$ cat src/rtl/sound_pkg.sv
// Shared definitions for the rc_mixer_n sound mixer.
//   SAMPLE_W / RAMP_W : sample width and gate ramp counter width
//   gate_st_e         : per-channel gate states
//   top_st_e          : mixer sequencing states
//   sat16()           : clamp a sign-extended 64-bit value to a 16-bit sample
package sound_pkg;
  localparam int SAMPLE_W = 16;
  localparam int RAMP_W   = 8;

  typedef enum logic [1:0] {G_MUTED, G_UNMUTING, G_OPEN, G_MUTING} gate_st_e;
  typedef enum logic [1:0] {T_IDLE, T_ACC, T_UPD} top_st_e;

  function automatic logic signed [SAMPLE_W-1:0] sat16(input logic signed [63:0] v);
    if (v > 64'sd32767)       return 16'sh7fff;
    else if (v < -64'sd32768) return 16'sh8000;
    else                      return v[SAMPLE_W-1:0];
  endfunction
endpackage

$ cat src/rtl/rc_mixer_gate.sv
// Per-channel mute gate with 256-step exponential ramp.
//   clk, rst : clock, async active-high reset
//   mute     : level mute request, edge-detected every cycle
//   adv      : accepted-sample strobe; ramp counter advances only on it
//   sin      : channel sample
//   g        : gated sample (combinational from current gate state)
module rc_mixer_gate
  import sound_pkg::*;
(
  input  logic                       clk,
  input  logic                       rst,
  input  logic                       mute,
  input  logic                       adv,
  input  logic signed [SAMPLE_W-1:0] sin,
  output logic signed [SAMPLE_W-1:0] g
);
  gate_st_e            st_q, st_d;
  logic [RAMP_W-1:0]   cnt_q, cnt_d;
  logic                mute_q, mute_d;
  logic                rise, fall;

  always_comb begin
    st_d   = st_q;
    cnt_d  = cnt_q;
    mute_d = mute;
    rise   = mute & ~mute_q;
    fall   = ~mute & mute_q;
    // A mute edge wins over a ramp step landing in the same cycle.
    if (rise && (st_q == G_OPEN || st_q == G_UNMUTING)) begin
      st_d  = G_MUTING;
      cnt_d = '0;
    end else if (fall && (st_q == G_MUTED || st_q == G_MUTING)) begin
      st_d  = G_UNMUTING;
      cnt_d = '0;
    end else if (adv && (st_q == G_MUTING || st_q == G_UNMUTING)) begin
      if (cnt_q == '1) begin
        if (st_q == G_MUTING) st_d = G_MUTED;
        else                  st_d = G_OPEN;
        cnt_d = '0;
      end else begin
        cnt_d = cnt_q + 1'b1;
      end
    end
  end

  // Top two counter bits pick the attenuation quarter (0..3 bit shifts).
  always_comb begin
    g = '0;
    case (st_q)
      G_OPEN:     g = sin;
      G_MUTING:   g = sin >>> cnt_q[RAMP_W-1 -: 2];
      G_UNMUTING: g = sin >>> ~cnt_q[RAMP_W-1 -: 2];
      default:    g = '0;
    endcase
  end

  always_ff @(posedge clk or posedge rst) begin
    if (rst) begin
      st_q   <= G_MUTED;
      cnt_q  <= '0;
      mute_q <= 1'b1;
    end else begin
      st_q   <= st_d;
      cnt_q  <= cnt_d;
      mute_q <= mute_d;
    end
  end
endmodule

$ cat src/rtl/rc_mixer_n.sv
// N-channel gated mixer followed by a first-order RC (Euler) low-pass.
//   clk, rst  : clock, async active-high reset
//   sample_en : one-cycle sample strobe, accepted only when idle
//   sound_in  : NUM_CH signed 16-bit samples, channel i at [16*i +: 16]
//   weight    : per-channel shift weight 0..3, channel i at [2*i +: 2]
//   mute      : per-channel mute request
//   sound_out : saturated filtered mix; out_valid pulses when it updates
//   overrun   : sticky, set by a strobe that arrives while busy
// Optional: define RC_MIXER_N_DC_BLOCK_EN to add a one-pole DC blocker
// after saturation (one extra cycle of latency).
module rc_mixer_n
  import sound_pkg::*;
#(
  parameter int NUM_CH      = 3,
  parameter int DELTA_SHIFT = 7,
  parameter int OUT_SHIFT   = 2
) (
  input  logic                       clk,
  input  logic                       rst,
  input  logic                       sample_en,
  input  logic [SAMPLE_W*NUM_CH-1:0] sound_in,
  input  logic [2*NUM_CH-1:0]        weight,
  input  logic [NUM_CH-1:0]          mute,
  output logic signed [SAMPLE_W-1:0] sound_out,
  output logic                       out_valid,
  output logic                       overrun
);
  // Sized so the worst-case sum of weighted differences never wraps.
  localparam int AW = SAMPLE_W + 4 + $clog2(NUM_CH) + 1;
  localparam int CW = (NUM_CH > 1) ? $clog2(NUM_CH) : 1;
  localparam int SW = AW + OUT_SHIFT;

  logic                                accept;
  logic [NUM_CH-1:0][SAMPLE_W-1:0]     g_w;

  top_st_e                             fsm_q, fsm_d;
  logic [CW-1:0]                       ch_q, ch_d;
  logic signed [AW-1:0]                acc_q, acc_d, st_q, st_d;
  // Latched gate outputs already carry the latched sound_in values.
  logic [NUM_CH-1:0][SAMPLE_W-1:0]     g_q, g_d;
  logic [NUM_CH-1:0][1:0]              w_q, w_d;
  logic signed [SAMPLE_W-1:0]          out_q, out_d;
  logic                                vld_q, vld_d, ovr_q, ovr_d;

  logic signed [SAMPLE_W-1:0]          g_sel;
  logic signed [AW-1:0]                term;
  logic signed [SW-1:0]                st_sh;
  logic signed [SAMPLE_W-1:0]          sat_x;

  assign accept = sample_en && (fsm_q == T_IDLE);

  for (genvar gi = 0; gi < NUM_CH; gi++) begin : g_gate
    rc_mixer_gate u_gate (
      .clk  (clk),
      .rst  (rst),
      .mute (mute[gi]),
      .adv  (accept),
      .sin  (sound_in[SAMPLE_W*gi +: SAMPLE_W]),
      .g    (g_w[gi])
    );
  end

`ifdef RC_MIXER_N_DC_BLOCK_EN
  logic signed [SAMPLE_W-1:0] dcx_q, dcx_d, xp_q, xp_d, yp_q, yp_d, dc_y;
  logic                       dcv_q, dcv_d;
`endif

  always_comb begin
    fsm_d = fsm_q;
    ch_d  = ch_q;
    acc_d = acc_q;
    st_d  = st_q;
    g_d   = g_q;
    w_d   = w_q;
    out_d = out_q;
    vld_d = 1'b0;
    ovr_d = ovr_q | (sample_en && fsm_q != T_IDLE);
    g_sel = g_q[ch_q];
    term  = (AW'(g_sel) - st_q) <<< w_q[ch_q];
    st_sh = '0;
    sat_x = '0;
`ifdef RC_MIXER_N_DC_BLOCK_EN
    dcx_d = dcx_q;
    dcv_d = 1'b0;
    xp_d  = xp_q;
    yp_d  = yp_q;
    dc_y  = '0;
`endif
    case (fsm_q)
      T_IDLE: if (sample_en) begin
        g_d   = g_w;
        w_d   = weight;
        acc_d = '0;
        ch_d  = '0;
        fsm_d = T_ACC;
      end
      T_ACC: begin
        acc_d = acc_q + term;
        if (ch_q == CW'(NUM_CH - 1)) fsm_d = T_UPD;
        else                          ch_d  = ch_q + 1'b1;
      end
      T_UPD: begin
        st_d  = st_q + (acc_q >>> DELTA_SHIFT);
        st_sh = SW'(st_d) <<< OUT_SHIFT;
        sat_x = sat16(64'(st_sh));
`ifdef RC_MIXER_N_DC_BLOCK_EN
        dcx_d = sat_x;
        dcv_d = 1'b1;
`else
        out_d = sat_x;
        vld_d = 1'b1;
`endif
        fsm_d = T_IDLE;
      end
      default: fsm_d = T_IDLE;
    endcase
`ifdef RC_MIXER_N_DC_BLOCK_EN
    // y = x - x_prev + y_prev - y_prev/1024, clamped back to a sample.
    if (dcv_q) begin
      dc_y  = sat16(64'(dcx_q) - 64'(xp_q) + 64'(yp_q) - 64'(yp_q >>> 10));
      out_d = dc_y;
      vld_d = 1'b1;
      xp_d  = dcx_q;
      yp_d  = dc_y;
    end
`endif
  end

  always_ff @(posedge clk or posedge rst) begin
    if (rst) begin
      fsm_q <= T_IDLE;
      ch_q  <= '0;
      acc_q <= '0;
      st_q  <= '0;
      g_q   <= '0;
      w_q   <= '0;
      out_q <= '0;
      vld_q <= 1'b0;
      ovr_q <= 1'b0;
    end else begin
      fsm_q <= fsm_d;
      ch_q  <= ch_d;
      acc_q <= acc_d;
      st_q  <= st_d;
      g_q   <= g_d;
      w_q   <= w_d;
      out_q <= out_d;
      vld_q <= vld_d;
      ovr_q <= ovr_d;
    end
  end

`ifdef RC_MIXER_N_DC_BLOCK_EN
  always_ff @(posedge clk or posedge rst) begin
    if (rst) begin
      dcx_q <= '0;
      dcv_q <= 1'b0;
      xp_q  <= '0;
      yp_q  <= '0;
    end else begin
      dcx_q <= dcx_d;
      dcv_q <= dcv_d;
      xp_q  <= xp_d;
      yp_q  <= yp_d;
    end
  end
`endif

  assign sound_out = out_q;
  assign out_valid = vld_q;
  assign overrun   = ovr_q;
endmodule

$ cat config.mk
export PLATFORM = sky130hd
export DESIGN_NAME = rc_mixer_n
export DESIGN_NICKNAME = d
export VERILOG_FILES = /design/src/rtl/sound_pkg.sv /design/src/rtl/rc_mixer_gate.sv /design/src/rtl/rc_mixer_n.sv
export SDC_FILE = /design/constraint.sdc
export NUM_CORES = 1
export LEC_CHECK = 0
export BUFFER_PORTS_ARGS = -buffer_cell sky130_fd_sc_hd__buf_2
export CELL_PAD_IN_SITES_DETAIL_PLACEMENT = 1
export CELL_PAD_IN_SITES_GLOBAL_PLACEMENT = 1
export CORE_MARGIN = 4
export CORE_UTILIZATION = 43
export DETAILED_ROUTE_END_ITERATION = 10
export PLACE_DENSITY = 0.87
export SYNTH_ARGS = -nofsm -noshare
export SYNTH_HDL_FRONTEND = slang
export SYNTH_SLANG_ARGS = --single-unit
$ cat constraint.sdc
create_clock -name clk -period 4.7 [get_ports clk]
set_input_delay 0.47 -clock clk [delete_from_list [all_inputs] [get_ports clk]]
set_output_delay 0.47 -clock clk [all_outputs]
set_load 0.005 [all_outputs]
# Word level (Yosys, flattened, before mapping)
# Cells that the tools add are included.
[op_classes] n_addsub=7 n_mul=0 div_mod_pow=0 order_cmp=3 eq_ne=18 n_shift=7 mux=45 bitwise_logic=16 n_reduce_logical=39
[op_table] op="$pmux W16 S3" count=3
[op_table] op="$mux W8" count=12
[op_table] op="$sshr A16 B2 Y16" count=6
[op_table] op="$mux W16" count=3
[op_table] op="$pmux W23 S2" count=1
[op_table] op="$mux W2" count=20
[op_table] op="$bmux W16 S2" count=1
[op_table] op="$gt A25 B16 Y1 const B" count=1
[op_table] op="$lt A25 B16 Y1 const B" count=1
[op_table] op="$add A8 B1 Y8 const B" count=3
[op_table] op="$eq A8 B8 Y1 const B" count=3
[op_table] op="$add A23 B16 Y23" count=1
[op_table] op="$add A23 B23 Y23" count=1
[op_table] op="$mux W23" count=1
[op_table] op="$sshl A23 B2 Y23" count=1
[op_table] op="$sub A16 B23 Y23" count=1
[op_table] op="$reduce_bool A3 Y1" count=6
[op_table] op="$eq A2 B2 Y1 const B" count=8
[op_table] op="$reduce_and A2 Y1" count=6
[op_table] op="$logic_and A1 B1 Y1" count=11
[op_table] op="$logic_or A1 B1 Y1" count=9
[op_table] op="$eq A2 B1 Y1 const B" count=4
[op_table] op="$logic_not A2 Y1" count=4
[op_table] op="$pmux W2 S2" count=2
[op_table] op="11 further kinds" count=26
[word_totals] regBits=155 latch_bits=0 mem_bits_rw=0 rom_bits=0 word_cells=157 n_memories=0

# Logic depth before layout (Yosys ltp)
[depth] word_depth=6 depth_mapped=29 depth_no_buf=27

# Cells and area by module
# A second synthesis with hierarchy kept.
[hier_totals] cells_unflattened=1536 area_unflattened_um2=12618.4
[by_module_without_submodules] module="rc_mixer_n" n_inst=1 cells_each=1077 area_each_um2=8838.5
[by_module_without_submodules] module="rc_mixer_gate" n_inst=3 cells_each=153 area_each_um2=1260.0

# Worst setup path after synthesis
# No wires, ideal clock.
[synth_timing] path_type="register to register" from="reg ch_q[1]" to="reg acc_q[22]" setup_ns=0.081 t_arrival_ns=5.078 t_required_ns=4.619 slack_ns=-0.458 path_stages_with_launch=25 path_cell_list="dfrtp_1 -> clkbuf_1 -> buf_2 -> buf_1 -> mux2i_1 -> o21ai_0 -> ha_1 -> and3_1 -> and3_1 -> a2111oi_4 -> a21oi_2 -> xnor2_1 -> mux2_2 -> mux2i_1 -> ha_1 -> a21oi_1 -> o21ai_0 -> nand3_1 -> o21bai_2 -> a21oi_2 -> a221o_1 -> a21o_1 -> nand4_1 -> nor3b_2 -> mux2i_1"
[synth_between] elab_chain_cells=6
[synth_rtl] item="start: declaration" line="rc_mixer_n.sv:37" text="logic [CW-1:0] ch_q, ch_d;"
[synth_rtl] item="start signal: assignment" line="rc_mixer_n.sv:142" text="ch_q <= ch_d;"
[synth_rtl] item="$bmux W16 S2" line="rc_mixer_n.sv:78" text="g_sel = g_q[ch_q];"
[synth_rtl] item="$mux W16 (not written as such)" line="rc_mixer_n.sv:78"
[synth_rtl] item="$sub A16 B23 Y23" line="rc_mixer_n.sv:79" text="term = (AW'(g_sel) - st_q) <<< w_q[ch_q];"
[synth_rtl] item="$sshl A23 B2 Y23 *" line="rc_mixer_n.sv:79"
[synth_rtl] item="$add A23 B23 Y23 *" line="rc_mixer_n.sv:98" text="acc_d = acc_q + term;"
[synth_rtl] item="$pmux W23 S2 *" line="rc_mixer_n.sv:89" text="case (fsm_q)"
[synth_rtl] item="end signal: assignment" line="rc_mixer_n.sv:133" text="acc_q <= '0;"
[synth_rtl] item="end signal: assignment" line="rc_mixer_n.sv:143" text="acc_q <= acc_d;"
[synth_rtl] item="end: declaration" line="rc_mixer_n.sv:38" text="logic signed [AW-1:0] acc_q, acc_d, st_q, st_d;"
# Every way passes the cells marked *; elsewhere a longest branch is shown, timed or not. The select of a mux whose other input is x is not followed.
# A chain may end at the register's enable or synchronous reset.

# Worst setup path in the final report
# Ends and elaborated chain as after synthesis.

==> flow_summary_export.csv <==
group,metric,value,unit
floorplanning,die_w,175,um
floorplanning,ios,78,
logic_synthesis,synth_edf_count,0,
global_route,grt_pass1_wl,62300,um
floorplanning,die_h,175,um
flow_run,maxCapViolations,0,
placement,port-buffer-count,77,
finish,fin_area,14400,um^2
floorplanning,dieArea,30500,um^2
finish,area_delta_synth_final,20.6,%
logic_synthesis,synth_compound_area_share,21.5,%
timing,setup_viol,11,
clock_tree,clock_sinks,154,
placement,dpl_cell_area,13200,um^2
worst_setup_path,arrival,5.80,ns
logic_synthesis,syn_area,11900,um^2
timing,final_hold_viol_count,0,
clock_tree,cts_buffer_depth,2,
logic_synthesis,yosysSeqAreaShare,32.3,%
logic_synthesis,synth_cells,1363,
timing,min_period,5.44,ns
finish,layout-drive-gt1-share,24.5,%
route,vias_per_cell,6.13,
clock_tree,worstSkewPairLatency,0.46,ns
worst_setup_path,worstSetupEndpointType,"flop",
global_route,grt_max_degree,94,
global_route,grt_overflow,0,
route,drt-total-wl,42400,um
logic_synthesis,synthSimpleGateAreaFrac,16.7,%
logic_synthesis,ys_warn_count,0,
route,dr.pass1.iters,7,
logic_synthesis,synthFlopType,"dfrtp_1",
worst_setup_path,r2r-start,"ch_q[1]",
finish,nets,1659,
min_path,hp-class,"in -> reg",
global_route,antenna_found_initial,0,
finish,final_cell_mix,"nand2_1, dfrtp_1, o21ai_0, buf_4, nor2_1",
floorplanning,start_util,44.0,%
logic_synthesis,synthMuxAreaShare,10.9,%
timing,setup_tns,-4.30,ns
min_path,hold_start,"mute[2]",
logic_synthesis,yosys.area_share.adder,9.31,%
finish,final_common_cell,"nand2_1",
clock_tree,cts.htree.levels,4,
timing,finalMaxSlewViolations,0,
clock_tree,cts_tree,"built",
route,wire_per_inst,22.3,um
timing,rsz0062_at_grt,"yes",
global_route,grt_usage,25.1,%
global_route,grt_pass1_vias,11900,
floorplanning,fp.coreArea,27100,um^2
worst_setup_path,rrSetupSlack,-0.74,ns
clock_tree,root_buffer,"clkbuf_16",
clock_tree,hold_buffers,0,
placement,dp_cells,1834,
logic_synthesis,syn_nets,1510,
worst_setup_path,critPathLaunch,"ch_q[1]",
placement,dpl.hpwl,27400,um
logic_synthesis,synth_seq_cells,154,
status,status,"complete, but fails checks",
route,vias,11600,
timing,timing.fmax,184,MHz
logic_synthesis,synth.distinct_cells,78,
finish,instances_no_fill,1897,
route,drtAntennaViolNets,0,
clock_tree,cts_buffers,17,
timing,finalCritPeriodShare,116,%
timing,worstMarginPinSlew,1.11,ns
logic_synthesis,syn_area_per_cell,8.76,um^2
route,remaining_drc_errors,0,
timing,slew_headroom,26.2,%
status,violations,"negative setup slack",
worst_setup_path,critPathKind,"reg -> reg",
logic_synthesis,synth-xor-area-share,5.50,%
timing,holdWs,0.125,ns
route,drt_iter0_markers,985,
worst_setup_path,start_kind,"flop",
timing,fin_worst_skew,0.0202,ns
logic_synthesis,synth_top_family_by_area,"compound AO/OA/AOI/OAI gates",
timing,worst_slack,-0.738,ns
worst_setup_path,crit_required,5.06,ns
placement,place_congestion,0.902,
worst_setup_path,path_max_fanout,4,
finish,antenna_cells,0,
floorplanning,row_count,60,
clock_tree,clk_pin_slew,0.08,ns
logic_synthesis,ys_async_sr_fraction,100,%
logic make-up (layout without fill, tap and decap cells):
family / Yosys count / in the layout
flip-flops: 154 / 154
buffers and inverters: 112 / 274
adder cells (fa/ha/maj): 87 / 87
AO/OA/AOI/OAI: 394 / 394
multiplexers: 101 / 101
AND/OR/NAND/NOR: 440 / 440
XOR/XNOR: 75 / 75
cells in the mapped netlist, drive strengths merged, types with 8 or more instances:
cell / number / area share [%]
a21o: 29 / 1.8
a21oi: 68 / 3.0
a22oi: 40 / 2.5
a31oi: 12 / 0.81
and3: 16 / 0.90
buf: 15 / 0.75
clkbuf: 46 / 1.4
dfrtp: 151 / 32
ha: 84 / 8.8
inv: 51 / 1.6
mux2i: 72 / 6.0
mux4: 23 / 4.3
nand2: 215 / 6.8
nand2b: 18 / 0.94
nand3: 33 / 1.4
nand4: 11 / 0.58
nor2: 86 / 2.7
nor2b: 14 / 0.75
nor3: 14 / 0.63
o2111ai: 8 / 0.59
o21a: 12 / 0.75
o21ai: 164 / 7.2
o21bai: 10 / 0.66
or3: 12 / 0.63
xnor2: 42 / 3.1
xor2: 33 / 2.4
cell type report:
cell class                      count  area (um^2)
Clock buffer                       18          439
Clock inverter                     14          148
Fill cell                        3187        12700
Inverter                           51          196
Multi-Input combinational cell   1097         8030
Sequential cell                   154         3860
Tap cell                          372          465
Timing Repair Buffer              191         1260
state kept, by name, summed over array words and instances, names as in the netlist:
| register | cells |
|---|---|
| g_q | 48 |
| g_gate.u_gate.cnt_q | 24 |
| acc_q | 23 |
| st_q | 23 |
| sound_out | 15 |
| g_gate.u_gate.st_q | 6 |
| w_q | 6 |
| g_gate.u_gate.mute_q | 3 |
| ch_q | 2 |
| fsm_q | 2 |
| out_valid | 1 |
| overrun | 1 |
per-layer routing:
metal  track usage, %  up-vias  wire length [um]
li1                 -     5204                 -
met1             29.8     5866             16500
met2             45.6      425             22200
met3             3.63      137              1850
met4             10.3        0              1880
met5                0        -                 0
critical path: stages (launching register included):
cell,delay (ns)
dfrtp_2,0.45
mux2i_2,0.32
nor2_1,0.11
a21oi_1,0.19
ha_2,0.23
fa_2,0.22
nand2b_4,0.15
a21oi_4,0.06
o311a_1,0.33
a2111oi_4,0.43
a21oi_2,0.15
nand3_1,0.11
nand2_1,0.09
xor2_2,0.17
mux2i_1,0.22
mux2i_1,0.17
buf_4,0.17
ha_1,0.19
buf_4,0.15
nor3_2,0.29
a21oi_4,0.12
a221o_1,0.31
a21o_1,0.20
nand4_1,0.09
nor3b_2,0.20
mux2i_1,0.22
stage by stage:
step | setup slack (ns) | util (%)
final | -0.738 | 53.1
after global routing | -0.939 | 53.1
after CTS | -0.234 | 51.6
after detailed placement | -0.394 | 48.7
after global placement | -0.114 | 48.7
after floorplan | 0.00776 | -
repair_timing:
action	4_1_cts	5_1_grt
setup endpoints to repair	9	12
buffers inserted	10	22
pin swaps	23	43
gates resized for setup	33	60
final timing paths:
path | depth (start not counted) | endpoint
max in group asynchronous | 3 | st_q[3]
min in group asynchronous | 2 | g_q[18]
min | 1 | g_gate[2].u_gate.mute_q
min reg2reg | 2 | sound_out[14]
max reg2reg | 25 | acc_q[22]
max | 25 | acc_q[22]
Power is not shown: default switching activity piles up to over one toggle a cycle in this logic, so the estimate is an artifact.
